$ cat src/rtl/pair_select_combine.sv
// Cursor-driven pair selector: two confirms pick two grid cards, which are
// combined (add / abs-diff / multiply) modulo MOD into a registered result.
module pair_select_combine #(
    parameter int ROWS     = 2,
    parameter int MAX_COLS = 5,
    parameter int W        = 4,
    parameter int MOD      = 10,
    parameter int IW       = $clog2(ROWS*MAX_COLS),
    parameter int CW       = $clog2(MAX_COLS+1)
) (
    input  logic                     clk,
    input  logic                     rst_n,
    input  logic [CW-1:0]            num,
    input  logic [ROWS*MAX_COLS*W-1:0] status,
    input  logic [3:0]               buttons,
    input  logic                     btn,
    input  logic                     cancel,
    input  logic [1:0]               mode,
    output logic [IW-1:0]            cursor_index,
    output logic [IW:0]              selected_index,
    output logic                     held,
    output logic [W-1:0]             values,
    output logic                     result_valid,
    output logic                     error
);
    localparam int RW = (ROWS > 1) ? $clog2(ROWS) : 1;
    localparam logic [2*W-1:0] MODV = (2*W)'(MOD);

    typedef enum logic {IDLE, HELD} state_t;

    state_t          state_q, state_nx;
    logic [RW-1:0]   row_q, row_nx, row_prev, row_next;
    logic [CW-1:0]   col_q, col_nx;
    logic [CW-1:0]   n_eff, n_last;
    logic [IW:0]     sel_q, sel_nx;
    logic [W-1:0]    a_q, a_nx, values_q, values_nx;
    logic            rv_q, rv_nx, err_q, err_nx;
    logic [IW-1:0]   cur_idx;
    logic [W-1:0]    cur_val;
    logic [2*W-1:0]  raw, res;

    assign n_eff  = (num == '0) ? CW'(1) : ((num > CW'(MAX_COLS)) ? CW'(MAX_COLS) : num);
    assign n_last = n_eff - CW'(1);

    assign cur_idx  = IW'(row_q) * IW'(MAX_COLS) + IW'(col_q);
    assign cur_val  = status[cur_idx*W +: W];
    assign row_prev = (row_q == '0) ? RW'(ROWS-1) : row_q - RW'(1);
    assign row_next = (row_q == RW'(ROWS-1)) ? '0 : row_q + RW'(1);

    // Operands are widened to 2W so add and multiply never overflow before the modulo.
    always_comb begin
        raw = '0;
        case (mode)
            2'b01:   raw = (a_q >= cur_val) ? (2*W)'(a_q - cur_val) : (2*W)'(cur_val - a_q);
            2'b10:   raw = (2*W)'(a_q) * (2*W)'(cur_val);
            default: raw = (2*W)'(a_q) + (2*W)'(cur_val);
        endcase
        res = raw % MODV;
    end

    always_comb begin
        row_nx = row_q;
        col_nx = col_q;
        if (col_q > n_last) begin
            col_nx = n_last;
        end else if (buttons[0]) begin
            row_nx = row_prev;
        end else if (buttons[1]) begin
            row_nx = row_next;
        end else if (buttons[2]) begin
            if (col_q == '0) begin
                col_nx = n_last;
                row_nx = row_prev;
            end else begin
                col_nx = col_q - CW'(1);
            end
        end else if (buttons[3]) begin
            if (col_q == n_last) begin
                col_nx = '0;
                row_nx = row_next;
            end else begin
                col_nx = col_q + CW'(1);
            end
        end
    end

    // Cancel always swallows a same-cycle confirm.
    always_comb begin
        state_nx  = state_q;
        sel_nx    = sel_q;
        a_nx      = a_q;
        values_nx = values_q;
        rv_nx     = 1'b0;
        err_nx    = 1'b0;
        case (state_q)
            IDLE: begin
                if (btn && !cancel) begin
                    if (cur_val == '0) begin
                        err_nx = 1'b1;
                    end else begin
                        state_nx = HELD;
                        sel_nx   = {1'b0, cur_idx};
                        a_nx     = cur_val;
                    end
                end
            end
            HELD: begin
                if (cancel) begin
                    state_nx = IDLE;
                    sel_nx   = '1;
                end else if (btn) begin
                    if ({1'b0, cur_idx} == sel_q) begin
                        state_nx = IDLE;
                        sel_nx   = '1;
                    end else if (cur_val == '0) begin
                        err_nx = 1'b1;
                    end else begin
                        values_nx = res[W-1:0];
                        rv_nx     = 1'b1;
                        state_nx  = IDLE;
                        sel_nx    = '1;
                    end
                end
            end
            default: begin
                state_nx = IDLE;
                sel_nx   = '1;
            end
        endcase
    end

    always_ff @(posedge clk or negedge rst_n) begin
        if (!rst_n) begin
            state_q  <= IDLE;
            row_q    <= '0;
            col_q    <= '0;
            sel_q    <= '1;
            a_q      <= '0;
            values_q <= '0;
            rv_q     <= 1'b0;
            err_q    <= 1'b0;
        end else begin
            state_q  <= state_nx;
            row_q    <= row_nx;
            col_q    <= col_nx;
            sel_q    <= sel_nx;
            a_q      <= a_nx;
            values_q <= values_nx;
            rv_q     <= rv_nx;
            err_q    <= err_nx;
        end
    end

    assign cursor_index   = cur_idx;
    assign selected_index = sel_q;
    assign held           = (state_q == HELD);
    assign values         = values_q;
    assign result_valid   = rv_q;
    assign error          = err_q;
endmodule

$ cat config.mk
export PLATFORM = sky130hd
export DESIGN_NAME = pair_select_combine
export DESIGN_NICKNAME = d
export VERILOG_FILES = /design/src/rtl/pair_select_combine.sv
export SDC_FILE = /design/constraint.sdc
export NUM_CORES = 1
export LEC_CHECK = 0
export CORE_UTILIZATION = 35
export DETAILED_ROUTE_END_ITERATION = 16
export SETUP_SLACK_MARGIN = 0.3
export SYNTH_ARGS = -nofsm -noshare
export SYNTH_HDL_FRONTEND = slang
export SYNTH_SLANG_ARGS = --single-unit
$ cat constraint.sdc
create_clock -name clk -period 9.2 [get_ports clk]
set_input_delay 2.76 -clock clk [delete_from_list [all_inputs] [get_ports clk]]
set_output_delay 2.76 -clock clk [all_outputs]
set_load 0.02 [all_outputs]
==> run_results.csv <==
group,metric,value,unit
logic_synthesis,syn_nets,483,
clocking,clockBufferDepth,2,
layout,syn_to_final_growth,31.24,%
placement,io_buffers,68,
logic_synthesis,synth_top_cells_by_count,"ha_1, nor2_1, inv_1",
run_status,status,"complete, no violations",
floorplanning,fp-row-count,34,
routing,drtPass1Iterations,5,
setup_path,r2r_cells,28,
routing,routedWlPerCell,15.65,um
routing,drc,0,
routing,drt-initial-drc-count,131,
setup_path,worstSetupPathType,"in2reg",
logic_synthesis,yosysTopAreaCell,"ha_1",
grt,grt_pass1_vias,3194,
logic_synthesis,ys_seq_elements,20,
clocking,cts_buffers,3,
clocking,clk_pin_slew,0.08,ns
logic_synthesis,yosysMostFrequentCell,"ha_1",
sta,rsz0062_at_grt,"no",
grt,grt_overflow,0,
floorplanning,io_pins,69,
grt,grt_max_degree,21,
layout,n_antenna_cell,0,
sta,finalSetupViolCount,0,
logic_synthesis,yosysTopAreaCellShare,14.91,%
setup_path,critPathCaptureType,"flop",
run,maxCapViolations,0,
sta,worst_slack,0.6247,ns
floorplanning,die_y,98.69,um
routing,viasPerCell,5.666,
clocking,cts-root-buf,"clkbuf_8",
sta,fin_crit,8.575,ns
clocking,tritoncts,"done",
layout,layout-drive-gt1-share,16.16,%
setup_path,crit_fanout,5,
routing,drt-total-wl,8953,um
logic_synthesis,async_reset_ff_share,100.0,%
clocking,clk_latency,0.27,ns
sta,maxSlewViolCount,0,
sta,worst_slew_margin_rel,38.68,%
sta,tns,0,ns
logic_synthesis,synth.avg_cell_area,8.521,um^2
setup_path,critPathRequiredTime,9.35,ns
logic_synthesis,syn_inst,384,
logic_synthesis,synth_edf_count,0,
routing,num_vias,3241,
sta,skew,0.008758,ns
sta,period_share,93.21,%
layout,post-route-util,48.30,%
logic_synthesis,synth_area_leaders,"ha_1, dfrtp_1, mux4_2, fa_1, nor2_1",
sta,max_freq,116.6,MHz
setup_path,start_kind,"primary input",
logic_synthesis,synth_seq_area_share,15.49,%
grt,grt_first_pass_wirelength,15230,um
placement,place.detailed.hpwl,7109,um
layout,final_net_count,564,
sta,tightest_slew,0.9170,ns
floorplanning,die_area,0.009739,mm^2
worst_hold_path,worstHoldPathType,"reg2reg",
placement,pre_cts_ws,0.1323,ns
logic_synthesis,ys.flop_type,"dfrtp_1",
routing,antenna_left,0,
logic_synthesis,synth_cell_types,81,
layout,fill_cells,867,
logic_synthesis,syn-cell-area,0.003272,mm^2
logic_synthesis,ys_warn_count,0,
worst_hold_path,min_path_cells,2,
floorplanning,die_w,98.69,um
floorplanning,core,0.008891,mm^2
clocking,cts_max_level,1,
placement,routabilityCongestion,0.8576,
grt,grt_use_total,18.96,%
clocking,numClockSinks,20,
sta,hold_violations,0,
sta,whs,0.4967,ns
grt,antenna_found_initial,0,
floorplanning,initial_utilization,36.80,%
setup_path,cp.arrival,8.73,ns
-- registers in the layout, summed over array words and instances (netlist names) --
name,cells
col_q,3
row_q,1
selected_index,5
values,4
error,1
a_q,4
held,1
result_valid,1
-- final timing paths --
kind / start / to / slack (ns)
max in group asynchronous: rst_n / a_q[0]$_DFFE_PN0P_ / 5.63
min reg2reg: values[2]$_DFFE_PN0P_ / values[2]$_DFFE_PN0P_ / 0.50
max reg2reg: col_q[0]$_DFFE_PN0P_ / values[2]$_DFFE_PN0P_ / 2.11
max: status[29] / values[2]$_DFFE_PN0P_ / 0.62
min in group asynchronous: rst_n / col_q[0]$_DFFE_PN0P_ / 3.00
min: values[2]$_DFFE_PN0P_ / values[2]$_DFFE_PN0P_ / 0.50
-- per-layer routing --
layer | part of all wire (%) | routed length, um | track usage [%]
met1 | 45 | 4018 | 25.69
met2 | 48 | 4316 | 32.23
met3 | 5.7 | 509 | 2.057
met4 | 1.2 | 108 | 4.937
met5 | 0 | 0 | 0
-- per-stage QoR --
| stage | instance area, um^2 | instances |
|---|---|---|
| after floorplan | 3272 | 384 |
| after global placement | 4110 | 560 |
| after detailed placement | 4110 | 560 |
| after CTS | 4182 | 564 |
| after global routing | 4294 | 572 |
| final | 4294 | 572 |
-- cell families (layout without fill, tap and decap cells) --
group / count (synthesis) / after routing / synth area share (%)
buffers and inverters: 45 / 125 / 5.622
and+or+nand+nor: 124 / 124 / 19.35
adders and majority gates: 46 / 46 / 19.20
xor gates and xnor gates: 13 / 13 / 3.480
DFF: 20 / 20 / 15.49
AOI/OAI and AO/OA: 113 / 113 / 26.69
muxes: 23 / 23 / 10.17
-- worst max-delay path, cell delays in order --
cell	delay [ns]
clkdlybuf4s50_1	0.40
mux4_2	0.48
mux2i_2	0.17
o22a_2	0.21
nor2_1	0.06
fa_1	0.47
inv_1	0.05
fa_1	0.59
inv_1	0.06
ha_1	0.31
a211oi_4	0.08
or4b_4	0.55
o21a_2	0.17
o31ai_4	0.23
and2_4	0.22
a211oi_1	0.07
a21oi_1	0.18
inv_1	0.12
ha_4	0.20
a31oi_1	0.13
o2bb2ai_1	0.09
a2bb2oi_2	0.22
a31o_2	0.19
nand2_1	0.08
ha_2	0.32
inv_1	0.03
a41oi_1	0.20
o31ai_2	0.08
-- repair_timing --
| item | CTS | global route |
|---|---|---|
| endpoints found under the hold margin | 0 | 0 |
| setup buffers | 0 | 8 |
| endpoints found under the setup margin | 0 | 3 |
| resized for setup | 0 | 15 |
| hold buffers | 0 | 0 |
-- layout by cell type, fill, tap and decap left out, types with 4 or more instances in the layout --
master / n
a211oi_1: 4
a21oi_1: 15
a31oi_1: 5
and2_1: 4
buf_4: 18
clkdlybuf4s50_1: 68
dfrtp_1: 15
dfstp_2: 5
fa_1: 6
ha_1: 36
inv_1: 34
mux2i_1: 12
mux4_2: 8
nand2_1: 26
nand2b_1: 11
nand3_1: 8
nand4_1: 7
nor2_1: 36
nor2b_1: 4
nor3_1: 8
o211ai_1: 4
o21ai_0: 17
o21ai_1: 5
o21bai_1: 5
xnor2_1: 6
xor2_1: 6
-- cell type report --
| class | count | area [um^2] | share of cell area (%) |
|---|---|---|---|
| flip-flops and latches | 20 | 506.7 | 11.80 |
| clock inverters | 1 | 30.03 | 0.6993 |
| clock buffers | 3 | 41.29 | 0.9615 |
| inverters | 35 | 131.4 | 3.059 |
| repair buffers | 86 | 815.8 | 19.00 |
| multi-input cells | 319 | 2634 | 61.33 |
| well taps | 108 | 135.1 | 3.147 |
Power is left out: the tool's default activity adds up to more than one toggle a clock period on the data nets, which glitch-free logic cannot reach.
